$ cat src/rtl/vga_timing_pkg.sv
// rtl/vga_timing_pkg.sv - shared video timing types, mode constants and helpers
package vga_timing_pkg;

   typedef enum logic [1:0] {
      REGION_ACTIVE,
      REGION_FP,
      REGION_SYNC,
      REGION_BP
   } region_e;

   typedef struct packed {
      int active;
      int fp;
      int sync;
      int bp;
   } axis_timing_t;

   localparam axis_timing_t VGA640X480_H = '{active: 640, fp: 16, sync: 96, bp: 48};
   localparam axis_timing_t VGA640X480_V = '{active: 480, fp: 10, sync: 2, bp: 33};

   // Half-resolution raster, doubled to 640x480 by the downstream output stage
   localparam axis_timing_t VGA320X240_H = '{active: 320, fp: 8, sync: 48, bp: 24};
   localparam axis_timing_t VGA320X240_V = '{active: 240, fp: 5, sync: 1, bp: 17};

   function automatic int axis_total(input int active, input int fp, input int sync, input int bp);
      return active + fp + sync + bp;
   endfunction

endpackage

$ cat src/rtl/vga_axis_counter.sv
// rtl/vga_axis_counter.sv - one timing axis: position counter with wrap and region decode
module vga_axis_counter
   import vga_timing_pkg::*;
#(
   parameter int ACTIVE = 640,
   parameter int FP     = 16,
   parameter int SYNC   = 96,
   parameter int BP     = 48,
   parameter int CW     = 12
) (
   input  logic          Clk,
   input  logic          Reset_n,
   input  logic          inc,
   input  logic          clr,
   output logic [CW-1:0] count,
   output logic          wrap,
   output logic          blank,
   output logic          in_sync
);

   localparam int TOTAL = axis_total(ACTIVE, FP, SYNC, BP);
   localparam logic [CW-1:0] LAST       = CW'(TOTAL - 1);
   localparam logic [CW-1:0] FP_START   = CW'(ACTIVE);
   localparam logic [CW-1:0] SYNC_START = CW'(ACTIVE + FP);
   localparam logic [CW-1:0] BP_START   = CW'(ACTIVE + FP + SYNC);

   if (TOTAL >= (1 << CW)) begin : g_total_too_wide
      $error("vga_axis_counter: axis total does not fit in CW bits");
   end

   region_e region;

   assign wrap = inc & (count == LAST);

   always_ff @(posedge Clk or negedge Reset_n) begin
      if (!Reset_n) begin
         count <= '0;
      end else if (clr) begin
         count <= '0;
      end else if (inc) begin
         count <= wrap ? '0 : count + 1'b1;
      end
   end

   always_comb begin
      region = REGION_BP;
      if (count < FP_START) begin
         region = REGION_ACTIVE;
      end else if (count < SYNC_START) begin
         region = REGION_FP;
      end else if (count < BP_START) begin
         region = REGION_SYNC;
      end
   end

   assign blank   = (region != REGION_ACTIVE);
   assign in_sync = (region == REGION_SYNC);

endmodule

$ cat src/rtl/vga_timing_gen.sv
// rtl/vga_timing_gen.sv - parametrised video timing generator with registered, coherent outputs
module vga_timing_gen
   import vga_timing_pkg::*;
#(
   parameter int H_ACTIVE = VGA640X480_H.active,
   parameter int H_FP     = VGA640X480_H.fp,
   parameter int H_SYNC   = VGA640X480_H.sync,
   parameter int H_BP     = VGA640X480_H.bp,
   parameter int V_ACTIVE = VGA640X480_V.active,
   parameter int V_FP     = VGA640X480_V.fp,
   parameter int V_SYNC   = VGA640X480_V.sync,
   parameter int V_BP     = VGA640X480_V.bp,
   parameter bit HS_POL   = 1'b1,
   parameter bit VS_POL   = 1'b1,
   parameter int CW       = 12,
   parameter int FCW      = 8
) (
   input  logic           Clk,
   input  logic           Reset_n,
   input  logic           ce,
   input  logic           run,
   output logic           hsync,
   output logic           vsync,
   output logic           hblank,
   output logic           vblank,
   output logic           de,
   output logic [CW-1:0]  counter_x,
   output logic [CW-1:0]  counter_y,
   output logic           sol,
   output logic           sof,
   output logic [FCW-1:0] frame_cnt
);

   logic          advance, clr;
   logic [CW-1:0] hx, vy;
   logic          h_wrap, h_blank, h_in_sync;
   logic          v_wrap, v_blank, v_in_sync;
   logic          at_origin;

   assign advance = ce & run;
   assign clr     = ce & ~run;

   vga_axis_counter #(
      .ACTIVE(H_ACTIVE), .FP(H_FP), .SYNC(H_SYNC), .BP(H_BP), .CW(CW)
   ) u_h_axis (
      .Clk(Clk), .Reset_n(Reset_n), .inc(advance), .clr(clr),
      .count(hx), .wrap(h_wrap), .blank(h_blank), .in_sync(h_in_sync)
   );

   vga_axis_counter #(
      .ACTIVE(V_ACTIVE), .FP(V_FP), .SYNC(V_SYNC), .BP(V_BP), .CW(CW)
   ) u_v_axis (
      .Clk(Clk), .Reset_n(Reset_n), .inc(h_wrap), .clr(clr),
      .count(vy), .wrap(v_wrap), .blank(v_blank), .in_sync(v_in_sync)
   );

   // Tracks (hx,vy)==(0,0): counters land on the origin after a frame wrap or a run=0 tick
   always_ff @(posedge Clk or negedge Reset_n) begin
      if (!Reset_n) begin
         at_origin <= 1'b1;
      end else if (ce) begin
         at_origin <= ~run | v_wrap;
      end
   end

   always_ff @(posedge Clk or negedge Reset_n) begin
      if (!Reset_n) begin
         hsync     <= ~HS_POL;
         vsync     <= ~VS_POL;
         hblank    <= 1'b1;
         vblank    <= 1'b1;
         de        <= 1'b0;
         counter_x <= '0;
         counter_y <= '0;
         sol       <= 1'b0;
         sof       <= 1'b0;
         frame_cnt <= '0;
      end else if (ce) begin
         hsync     <= h_in_sync ? HS_POL : ~HS_POL;
         // vsync only samples on the hsync leading edge so both edges line up
         if (h_in_sync && (hsync != HS_POL)) begin
            vsync <= v_in_sync ? VS_POL : ~VS_POL;
         end
         hblank    <= h_blank;
         vblank    <= v_blank;
         de        <= ~h_blank & ~v_blank;
         counter_x <= hx;
         counter_y <= vy;
         sol       <= (hx == '0);
         sof       <= at_origin;
         if (at_origin && run) begin
            frame_cnt <= frame_cnt + 1'b1;
         end
      end
   end

endmodule

$ cat config.mk
export PLATFORM = sky130hd
export DESIGN_NAME = vga_timing_gen
export DESIGN_NICKNAME = d
export VERILOG_FILES = /design/src/rtl/vga_timing_pkg.sv /design/src/rtl/vga_axis_counter.sv /design/src/rtl/vga_timing_gen.sv
export SDC_FILE = /design/constraint.sdc
export NUM_CORES = 1
export LEC_CHECK = 0
export CORE_AREA = 2 2 78 80
export CTS_BUF_LIST = sky130_fd_sc_hd__clkbuf_16
export DETAILED_ROUTE_END_ITERATION = 8
export DIE_AREA = 0 0 80 82
export PLACE_DENSITY = 0.78
export SLEW_MARGIN = 20
export SYNTH_ARGS = -nofsm -noshare
export SYNTH_HDL_FRONTEND = slang
export SYNTH_SLANG_ARGS = --single-unit
$ cat constraint.sdc
create_clock -name Clk -period 4.5 [get_ports Clk]
set_input_delay 0.9 -clock Clk [delete_from_list [all_inputs] [get_ports Clk]]
set_output_delay 0.9 -clock Clk [all_outputs]
set_load 0.01 [all_outputs]
==> flow_summary.json, run 1 <==
{
  "status": "complete, no violations",
  "ys_seq_elements": 64,
  "ctsRootBufferMaster": "clkbuf_16",
  "stdcell_area_mm2": 0.00374,
  "p_switching_w": 0.000336,
  "synthMuxAreaShare_pct": 9.63,
  "viasPerCell": 5.73,
  "rsz0062_at_grt": "no",
  "yosys_warnings": 0,
  "setup_viol": 0,
  "grt_overflow_total": 0,
  "drv_cap": 0,
  "pwr-share-seq_pct": 44.7,
  "p_clk_share_pct": 44.9,
  "cts.sinks": 64,
  "grt_pass1_wl_mm": 10.7,
  "avgSynthCellArea_um2": 11.1,
  "drc_errors": 0,
  "ctsResizeCount": 0,
  "worstSetupPathType": "primary input to flip-flop",
  "num_io_pins": 43,
  "path_buf_inv": 3,
  "async_reset_ff_share_pct": 100,
  "drive_gt1_share_pct": 15.2,
  "synth_ff_type": "dfrtp_1",
  "cp_max_fo": 44,
  "dpl-instance-area_mm2": 0.00347,
  "crit_chain": "clkdlybuf4s50_1 > buf_4 > nand4_1 > nor4_2 > buf_4 > nand2b_1 > a31oi_1",
  "finalSetupTns_ps": 0,
  "dp_hpwl_mm": 4.16,
  "htree_num_levels": 3,
  "max_freq_ghz": 0.350,
  "port_buffers": 42,
  "start_util_pct": 52.7,
  "synth_cells": 274,
  "layout_min_cycle_time_ps": 2860,
  "synth-adder-area-share_pct": 2.07,
  "p_int_w": 0.00111,
  "grt_max_degree": 45,
  "critPathSlowestCell": "clkdlybuf4s50_1",
  "p_per_area_mw_per_mm2": 385,
  "crit_top_cell": "buf_4",
  "dieArea_mm2": 0.00656,
  "required_ps": 4690,
  "cp_top_family": "buffers and inverters",
  "synth-edff-count": 0,
  "cts_tree": "built",
  "antenna_found_initial": 0,
  "clock_path_buffers": 2,
  "clock_skew_ps": 5.18,
  "wl_mm": 6.19,
  "firstDrtPassIters": 4,
  "synth_compound_gate_area_share_pct": 8.43,
  "relSlewSlack_pct": 58.0,
  "drt_iter0_markers": 172,
  "syn_to_final_growth_pct": 23.6,
  "combPwrFrac_pct": 10.3,
  "synth_top_family_by_area": "simple AND/OR/NAND/NOR gates",
  "worst_pin_slew_ps": 631,
  "nets": 321,
  "hold_path_class": "flip-flop to flip-flop",
  "yosysUniqueCellTypes": 49,
  "ir_drop_mv": 0.275,
  "slew_violations": 0,
  "die_h_um": 82,
  "hold_buffers": 0,
  "num_antenna_cells": 0,
  "syn_area_mm2": 0.00303,
  "clk_pin_slew_ps": 50,
  "synth_xor_area_share_pct": 4.63,
  "p_sw_share_pct": 23.3,
  "power.leakage_nw": 1.62,
  "detail_route.wl_per_cell_um": 15.8,
  "synth_seq_area_share_pct": 53.0,
  "grt_pass1_vias": 2104,
  "clock_latency_ps": 330,
  "worstPathArrival_ps": 3040,
  "cts_buffers": 9,
  "cts_setup_buffers": 0,
  "hold_viol_final": 0,
  "slowest_delay_ps": 450,
  "grtUsageTotal_pct": 21.7,
  "coreArea_mm2": 0.00575,
  "rows": 28,
  "ant_nets": 0,
  "endpoint_kind": "flip-flop",
  "fp.dieW_um": 80,
  "syn_nets": 283,
  "finalCritPeriodShare_pct": 63.4,
  "hold_slack_ps": 470,
  "yosys.area_share.simple_pct": 17.8,
  "crit_path_start_kind": "primary input",
  "via_count": 2239,
  "gp_congestion": 0.911
}
## placed cells by master (no fill, tap or decap), types with 3 or more instances in the layout
| cell type | count |
|---|---|
| xnor2_1 | 11 |
| xor2_1 | 5 |
| dfstp_2 | 3 |
| nor4_1 | 3 |
| buf_4 | 3 |
| nor2_1 | 18 |
| inv_1 | 12 |
| ha_1 | 5 |
| and2_1 | 4 |
| clkbuf_16 | 9 |
| o21ai_0 | 7 |
| and4_1 | 4 |
| nand2_1 | 17 |
| dfrtp_1 | 61 |
| clkdlybuf4s50_1 | 41 |
| nor3_1 | 5 |
| nand3_1 | 18 |
| clkinv_1 | 3 |
| and3_1 | 4 |
| a31oi_1 | 11 |
| nand4_1 | 12 |
| mux2_2 | 25 |
## through the flow
stage,utilization [%],instances,power [W],setup slack [ps]
after global routing,65.2,391,0.00151,1410
after CTS,65.2,391,0.00146,1620
after floorplan,-,274,0.000719,2350
after global placement,60.3,376,0.000799,1350
after detailed placement,60.3,376,0.000805,1300
final,65.2,391,0.00144,1640
## Yosys cell counts (2+ instances only)
cell type,count,area [µm²]
and4_1,4,35.0
o21ai_0,7,35.0
xor2_1,5,43.8
clkbuf_1,10,37.5
a41oi_1,2,17.5
nand3_1,18,90.1
nand3b_1,2,15.0
ha_1,5,62.6
nand2b_1,2,12.5
a31oi_1,11,68.8
nor3_1,5,25.0
buf_4,2,15.0
dfrtp_1,61,1530
o41ai_1,2,17.5
o2bb2ai_1,2,17.5
xnor2_1,11,96.3
mux2_2,25,282
dfstp_2,3,78.8
inv_1,11,41.3
nor2_1,18,67.6
and3_1,4,25.0
buf_2,3,15.0
nand2_1,17,63.8
nand4_1,12,75.1
nor4bb_1,2,20.0
and2_1,4,25.0
nor4_1,3,18.8
buf_6,2,22.5
## path summary, 6_finish.rpt
path                       depth (start not counted)         startpoint                  to  slack [ps]
setup / recovery                                   7                 ce  u_v_axis.count[11]        1640
hold / removal                                     1       frame_cnt[7]        frame_cnt[7]         470
setup reg to reg                                   6  u_v_axis.count[1]   u_v_axis.count[7]        2240
hold reg to reg                                    1       frame_cnt[7]        frame_cnt[7]         470
max in group asynchronous                          2            Reset_n  u_h_axis.count[11]        3040
min in group asynchronous                          1            Reset_n        frame_cnt[4]         590
## worst reg2reg max path, cell delays in order (launching register included)
cell and delay [ps]:
dfrtp_1 450, inv_1 80, ha_1 140, nor4bb_1 290
nand3_1 480, and2_1 400, a221o_1 300
## state kept, by name (all words and copies together), names as in the netlist
signal,flops
counter_x,12
counter_y,12
u_h_axis.count,12
u_v_axis.count,12
frame_cnt,8
at_origin,1
de,1
hblank,1
hsync,1
sof,1
sol,1
vblank,1
vsync,1
## cell type report
class / instances / area [µm²]
Tap cell: 75 / 93.8
Sequential cell: 64 / 1610
Multi-Input combinational cell: 181 / 1290
Fill cell: 482 / 2000
Inverter: 11 / 41.3
Clock buffer: 9 / 225
Timing Repair Buffer: 45 / 438
Clock inverter: 6 / 52.6
## power by group through the flow
stage / logic (W) / registers, W / clock network (W)
global placement: 0.000146 / 0.000653 / 0
finish: 0.000149 / 0.000645 / 0.000648
floorplan: 0.0000609 / 0.000658 / 0
detailed placement: 0.000151 / 0.000654 / 0
CTS: 0.000152 / 0.000645 / 0.000659
global route: 0.000167 / 0.000651 / 0.000689
## kinds of logic after synthesis
| family | after synthesis |
|---|---|
| compound gates | 36 |
| xor+xnor | 16 |
| buf+inv | 29 |
| mux | 26 |
| fa+ha+maj | 5 |
| simple gates | 98 |
| flops | 64 |
## routing by layer
metal  vias to the layer above  GRT usage, %  part of all wire, %  wire length [µm]
li1                       1078             -                    -                 -
met2                        62          30.6                   45              2780
met3                        13          4.95                  5.5               341
met1                      1086          31.7                   47              2930
met5                         -             0                    0                 0
met4                         0          10.8                  2.2               138
Power figures use the tool's default switching activity.
==> run 2, diff against run 1 <==
==> constraint.sdc (replaced) <==
create_clock -name Clk -period 3 [get_ports Clk]
set_input_delay 0.6 -clock Clk [delete_from_list [all_inputs] [get_ports Clk]]
set_output_delay 0.6 -clock Clk [all_outputs]
set_load 0.01 [all_outputs]
==> flow_summary.json, run 2 (same netlist as run 1, synthesis figures left out) <==
{
  "htree_num_levels": 3,
  "cts_tree": "built",
  "hold_viol_final": 0,
  "antenna_found_initial": 0,
  "finalSetupTns_ps": 0,
  "hold_buffers": 0,
  "detail_route.wl_per_cell_um": 15.5,
  "hold_path_class": "primary input to asynchronous set/reset pin",
  "slew_violations": 0,
  "die_h_um": 82,
  "viasPerCell": 5.76,
  "cts_buffers": 9,
  "syn_to_final_growth_pct": 23.6,
  "nets": 324,
  "via_count": 2276,
  "grt_pass1_vias": 2134,
  "pwr-share-seq_pct": 47.0,
  "relSlewSlack_pct": 39.0,
  "clock_path_buffers": 2,
  "endpoint_kind": "flip-flop",
  "p_per_area_mw_per_mm2": 551,
  "p_clk_share_pct": 42.1,
  "required_ps": 3180,
  "drv_cap": 0,
  "clock_skew_ps": 5.60,
  "drc_errors": 0,
  "finalCritPeriodShare_pct": 75.7,
  "drt_iter0_markers": 219,
  "hold_slack_ps": 407,
  "grtUsageTotal_pct": 20.1,
  "ctsRootBufferMaster": "clkbuf_16",
  "grt_max_degree": 43,
  "wl_mm": 6.11,
  "dieArea_mm2": 0.00656,
  "num_io_pins": 43,
  "layout_min_cycle_time_ps": 2270,
  "p_switching_w": 0.000487,
  "power.leakage_nw": 1.65,
  "fp.dieW_um": 80,
  "port_buffers": 42,
  "p_sw_share_pct": 23.6,
  "ir_drop_mv": 0.429,
  "slowest_delay_ps": 590,
  "p_int_w": 0.00157,
  "grt_overflow_total": 0,
  "worst_pin_slew_ps": 915,
  "start_util_pct": 52.7,
  "rows": 28,
  "gp_congestion": 0.853,
  "status": "complete, no violations",
  "firstDrtPassIters": 4,
  "crit_path_start_kind": "flip-flop",
  "worstPathArrival_ps": 2450,
  "critPathSlowestCell": "or4_4",
  "clock_latency_ps": 320,
  "drive_gt1_share_pct": 15.6,
  "ant_nets": 0,
  "cts.sinks": 64,
  "num_antenna_cells": 0,
  "coreArea_mm2": 0.00575,
  "final_common_cell": "dfrtp_1",
  "cts_setup_buffers": 0,
  "ctsResizeCount": 0,
  "mostFrequentLayoutCells": "61 x dfrtp_1, 41 x clkdlybuf4s50_1, 25 x mux2_2",
  "clk_pin_slew_ps": 50,
  "cp_max_fo": 12,
  "setup_viol": 0,
  "rsz0062_at_grt": "no",
  "crit_chain": "or4_4 > nor4_2 > nand2b_1 > a31oi_1",
  "grt_pass1_wl_mm": 10.0,
  "max_freq_ghz": 0.440,
  "worstSetupPathType": "flip-flop to flip-flop",
  "combPwrFrac_pct": 10.9,
  "dp_hpwl_mm": 4.21
}
run 2: cell count changes in the layout (fill, tap and decap cells not counted):
| cell | before | now |
|---|---|---|
| inv_1 | 12 | 16 |
| buf_4 | 3 | 6 |
| clkinv_1 | 3 | 1 |
| bufinv_16 | 1 | 0 |
| clkinv_2 | 0 | 1 |
| clkinvlp_4 | 1 | 0 |
run 2: final timing paths:
check | slack (ps) | endpoint | start | depth (start not counted)
setup / recovery | 730 | u_v_axis.count[6] | u_h_axis.count[5] | 4
hold / removal | 410 | frame_cnt[3] | Reset_n | 1
min in group Clk | 490 | frame_cnt[7] | frame_cnt[7] | 1
max in group asynchronous | 1850 | sol | Reset_n | 2
setup reg to reg | 730 | u_v_axis.count[6] | u_h_axis.count[5] | 4
hold reg to reg | 490 | frame_cnt[7] | frame_cnt[7] | 1
run 2: per-layer routing:
metal / track usage [%] / wire, µm / vias to the layer above
met5: 0 / 0 / -
met4: 9.32 / 90 / 0
met3: 4.51 / 304 / 9
met2: 30.7 / 2820 / 71
met1: 27.5 / 2890 / 1114
li1: - / - / 1082
run 2: area by class of cell:
| class | instances | area (µm²) |
|---|---|---|
| fillers | 454 | 2000 |
| flip-flops and latches | 64 | 1610 |
| multi-input cells | 181 | 1290 |
| repair buffers | 48 | 460 |
| clock buffers | 9 | 225 |
| well taps | 75 | 93.8 |
| inverters | 11 | 41.3 |
| clock inverters | 7 | 27.5 |
run 2: critical path: cells and delay by family (launching register included):
| family | cells | cell delay [ps] |
|---|---|---|
| AOI/OAI and AO/OA | 1 | 150 |
| DFF | 1 | 460 |
| and+or+nand+nor | 3 | 1520 |
run 2: power by group through the flow:
stage / combinational, W / sequential, W / clock (W)
after CTS: 0.000228 / 0.000968 / 0.000888
after global placement: 0.000221 / 0.000979 / 0
after floorplan: 0.0000914 / 0.000988 / 0
after detailed placement: 0.000227 / 0.000982 / 0
after global routing: 0.000249 / 0.000974 / 0.000926
final: 0.000225 / 0.000969 / 0.000867
run 2: stage by stage:
stage          area [µm²]  total power, W  setup WS [ps]  cells  util, %
2_1_floorplan        3030         0.00108           1030    274        -
3_3_place_gp         3490         0.00120            480    379     60.7
3_5_place_dp         3490         0.00121            401    379     60.7
4_1_cts              3740         0.00208            724    395     65.1
5_1_grt              3740         0.00215            630    395     65.1
6_report             3740         0.00206            729    395     65.1
==> run 3, diff against run 2 <==
--- a/config.mk
+++ b/config.mk
@@ -5,11 +5,11 @@
 export SDC_FILE = /design/constraint.sdc
 export NUM_CORES = 1
 export LEC_CHECK = 0
-export CORE_AREA = 2 2 78 80
+export CORE_AREA = 2 2 82 84
 export CTS_BUF_LIST = sky130_fd_sc_hd__clkbuf_16
 export DETAILED_ROUTE_END_ITERATION = 8
-export DIE_AREA = 0 0 80 82
-export PLACE_DENSITY = 0.78
+export DIE_AREA = 0 0 84 86
+export PLACE_DENSITY = 0.74
 export SLEW_MARGIN = 20
 export SYNTH_ARGS = -nofsm -noshare
 export SYNTH_HDL_FRONTEND = slang
==> constraint.sdc (replaced) <==
create_clock -name Clk -period 2.01 [get_ports Clk]
set_input_delay 0.402 -clock Clk [delete_from_list [all_inputs] [get_ports Clk]]
set_output_delay 0.402 -clock Clk [all_outputs]
set_load 0.01 [all_outputs]
==> flow_summary.json, run 3 (same netlist as run 1, synthesis figures left out) <==
{
  "finalCritPeriodShare_pct": 96.8,
  "crit_path_start_kind": "flip-flop",
  "p_per_area_mw_per_mm2": 785,
  "fillers": 509,
  "ctsRootBufferMaster": "clkbuf_16",
  "start_util_pct": 48.2,
  "num_io_pins": 43,
  "gp_congestion": 0.862,
  "htree_num_levels": 3,
  "drt_iter0_markers": 251,
  "p_switching_w": 0.000739,
  "final.setup.worst_slack_ps": 64.8,
  "p_sw_share_pct": 23.8,
  "setup_viol": 0,
  "hold_viol_final": 0,
  "cts_buffers": 9,
  "port_buffers": 42,
  "combPwrFrac_pct": 12.2,
  "drive_gt1_share_pct": 21.7,
  "dp_hpwl_mm": 4.54,
  "grt_pass1_wl_mm": 11.4,
  "hold_path_class": "primary input to asynchronous set/reset pin",
  "p_clk_share_pct": 41.8,
  "syn_to_final_growth_pct": 30.8,
  "drc_errors": 0,
  "endpoint_kind": "flip-flop",
  "worst_pin_slew_ps": 355,
  "place_ws_ps": -245,
  "stdcell_area_mm2": 0.00396,
  "p_total_w": 0.00311,
  "hold_slack_ps": 92.7,
  "drv_cap": 0,
  "dieArea_mm2": 0.00722,
  "worstSetupPathType": "flip-flop to flip-flop",
  "power.leakage_nw": 1.78,
  "antenna_found_initial": 0,
  "die_h_um": 86,
  "status": "complete, no violations",
  "detail_route.wl_per_cell_um": 15.8,
  "clk_pin_slew_ps": 50,
  "via_count": 2426,
  "clock_skew_ps": 7.10,
  "layout_min_cycle_time_ps": 1950,
  "grt_overflow_total": 0,
  "mostFrequentLayoutCells": "61 x dfrtp_1, 41 x clkdlybuf4s50_1, 28 x buf_4",
  "clock_path_buffers": 2,
  "max_freq_ghz": 0.514,
  "slew_violations": 0,
  "required_ps": 2210,
  "viasPerCell": 5.75,
  "dpl-instance-area_mm2": 0.00368,
  "pwr-share-seq_pct": 46.1,
  "nets": 349,
  "clock_latency_ps": 320,
  "worstPathArrival_ps": 2150,
  "grtUsageTotal_pct": 20.1,
  "grt_max_degree": 65,
  "cts.sinks": 64,
  "ant_nets": 0,
  "cts_tree": "built",
  "coreArea_mm2": 0.00628,
  "relSlewSlack_pct": 76.2,
  "ir_drop_mv": 0.491,
  "firstDrtPassIters": 4,
  "final_common_cell": "dfrtp_1",
  "grt_pass1_vias": 2297,
  "rows": 29,
  "wl_mm": 6.66,
  "p_int_w": 0.00237,
  "fp.dieW_um": 84,
  "cp_max_fo": 9,
  "num_antenna_cells": 0
}
-- run 3: final cells by class --
type | count | area, µm² | share of cell area (%)
clock inverters | 7 | 26.3 | 0.664
well taps | 77 | 96.3 | 2.43
multi-input cells | 181 | 1300 | 32.9
repair buffers | 73 | 662 | 16.7
inverters | 11 | 41.3 | 1.04
clock buffers | 9 | 225 | 5.69
flip-flops and latches | 64 | 1610 | 40.5
-- run 3: stage by stage --
step | TNS [ps] | util [%] | std cells
after floorplan | 0 | - | 274
after global placement | -2400 | 58.6 | 404
after detailed placement | -3120 | 58.6 | 404
after CTS | 0 | 62.6 | 420
after global routing | -16.5 | 63.1 | 422
final | 0 | 63.1 | 422
-- run 3: power by group through the flow --
| stage | combinational, W | sequential (W) | clock (W) |
|---|---|---|---|
| 2_1_floorplan | 0.000136 | 0.00147 | 0 |
| 5_1_grt | 0.000415 | 0.00144 | 0.00139 |
| 3_3_place_gp | 0.000372 | 0.00145 | 0 |
| 3_5_place_dp | 0.000379 | 0.00145 | 0 |
| 6_report | 0.000378 | 0.00143 | 0.00130 |
| 4_1_cts | 0.000382 | 0.00143 | 0.00133 |
-- run 3: worst paths after layout --
| check | depth (start not counted) | endpoint | slack (ps) | startpoint |
|---|---|---|---|---|
| max | 3 | u_v_axis.count[7] | 60 | u_h_axis.count[6] |
| min | 2 | frame_cnt[0] | 90 | Reset_n |
| max reg2reg | 3 | u_v_axis.count[7] | 60 | u_h_axis.count[6] |
| min reg2reg | 1 | frame_cnt[7] | 480 | frame_cnt[7] |
| max in group asynchronous | 2 | vblank | 1620 | Reset_n |
| min in group Clk | 1 | frame_cnt[7] | 480 | frame_cnt[7] |
-- run 3: worst max-delay path: stages, from the launching register on --
cell     delay, ps
dfrtp_1        390
or4_4          570
o41a_1         470
a221o_1        400
-- run 3: per-layer routing --
metal  share of wire [%]  vias up  GRT usage [%]
met1                  47     1213           28.2
li1                    -     1133              -
met5                   0        -              0
met2                  46       71           30.3
met3                 4.7        9           3.66
met4                 1.8        0           9.68
-- run 3: timing repair --
item                                    4_1_cts  5_1_grt
cloned                                        0        1
buffers inserted                              0        1
hold buffers                                  0        0
endpoints found under the setup margin        1       14
gates resized for setup                       0        6
pin swaps                                     1        1
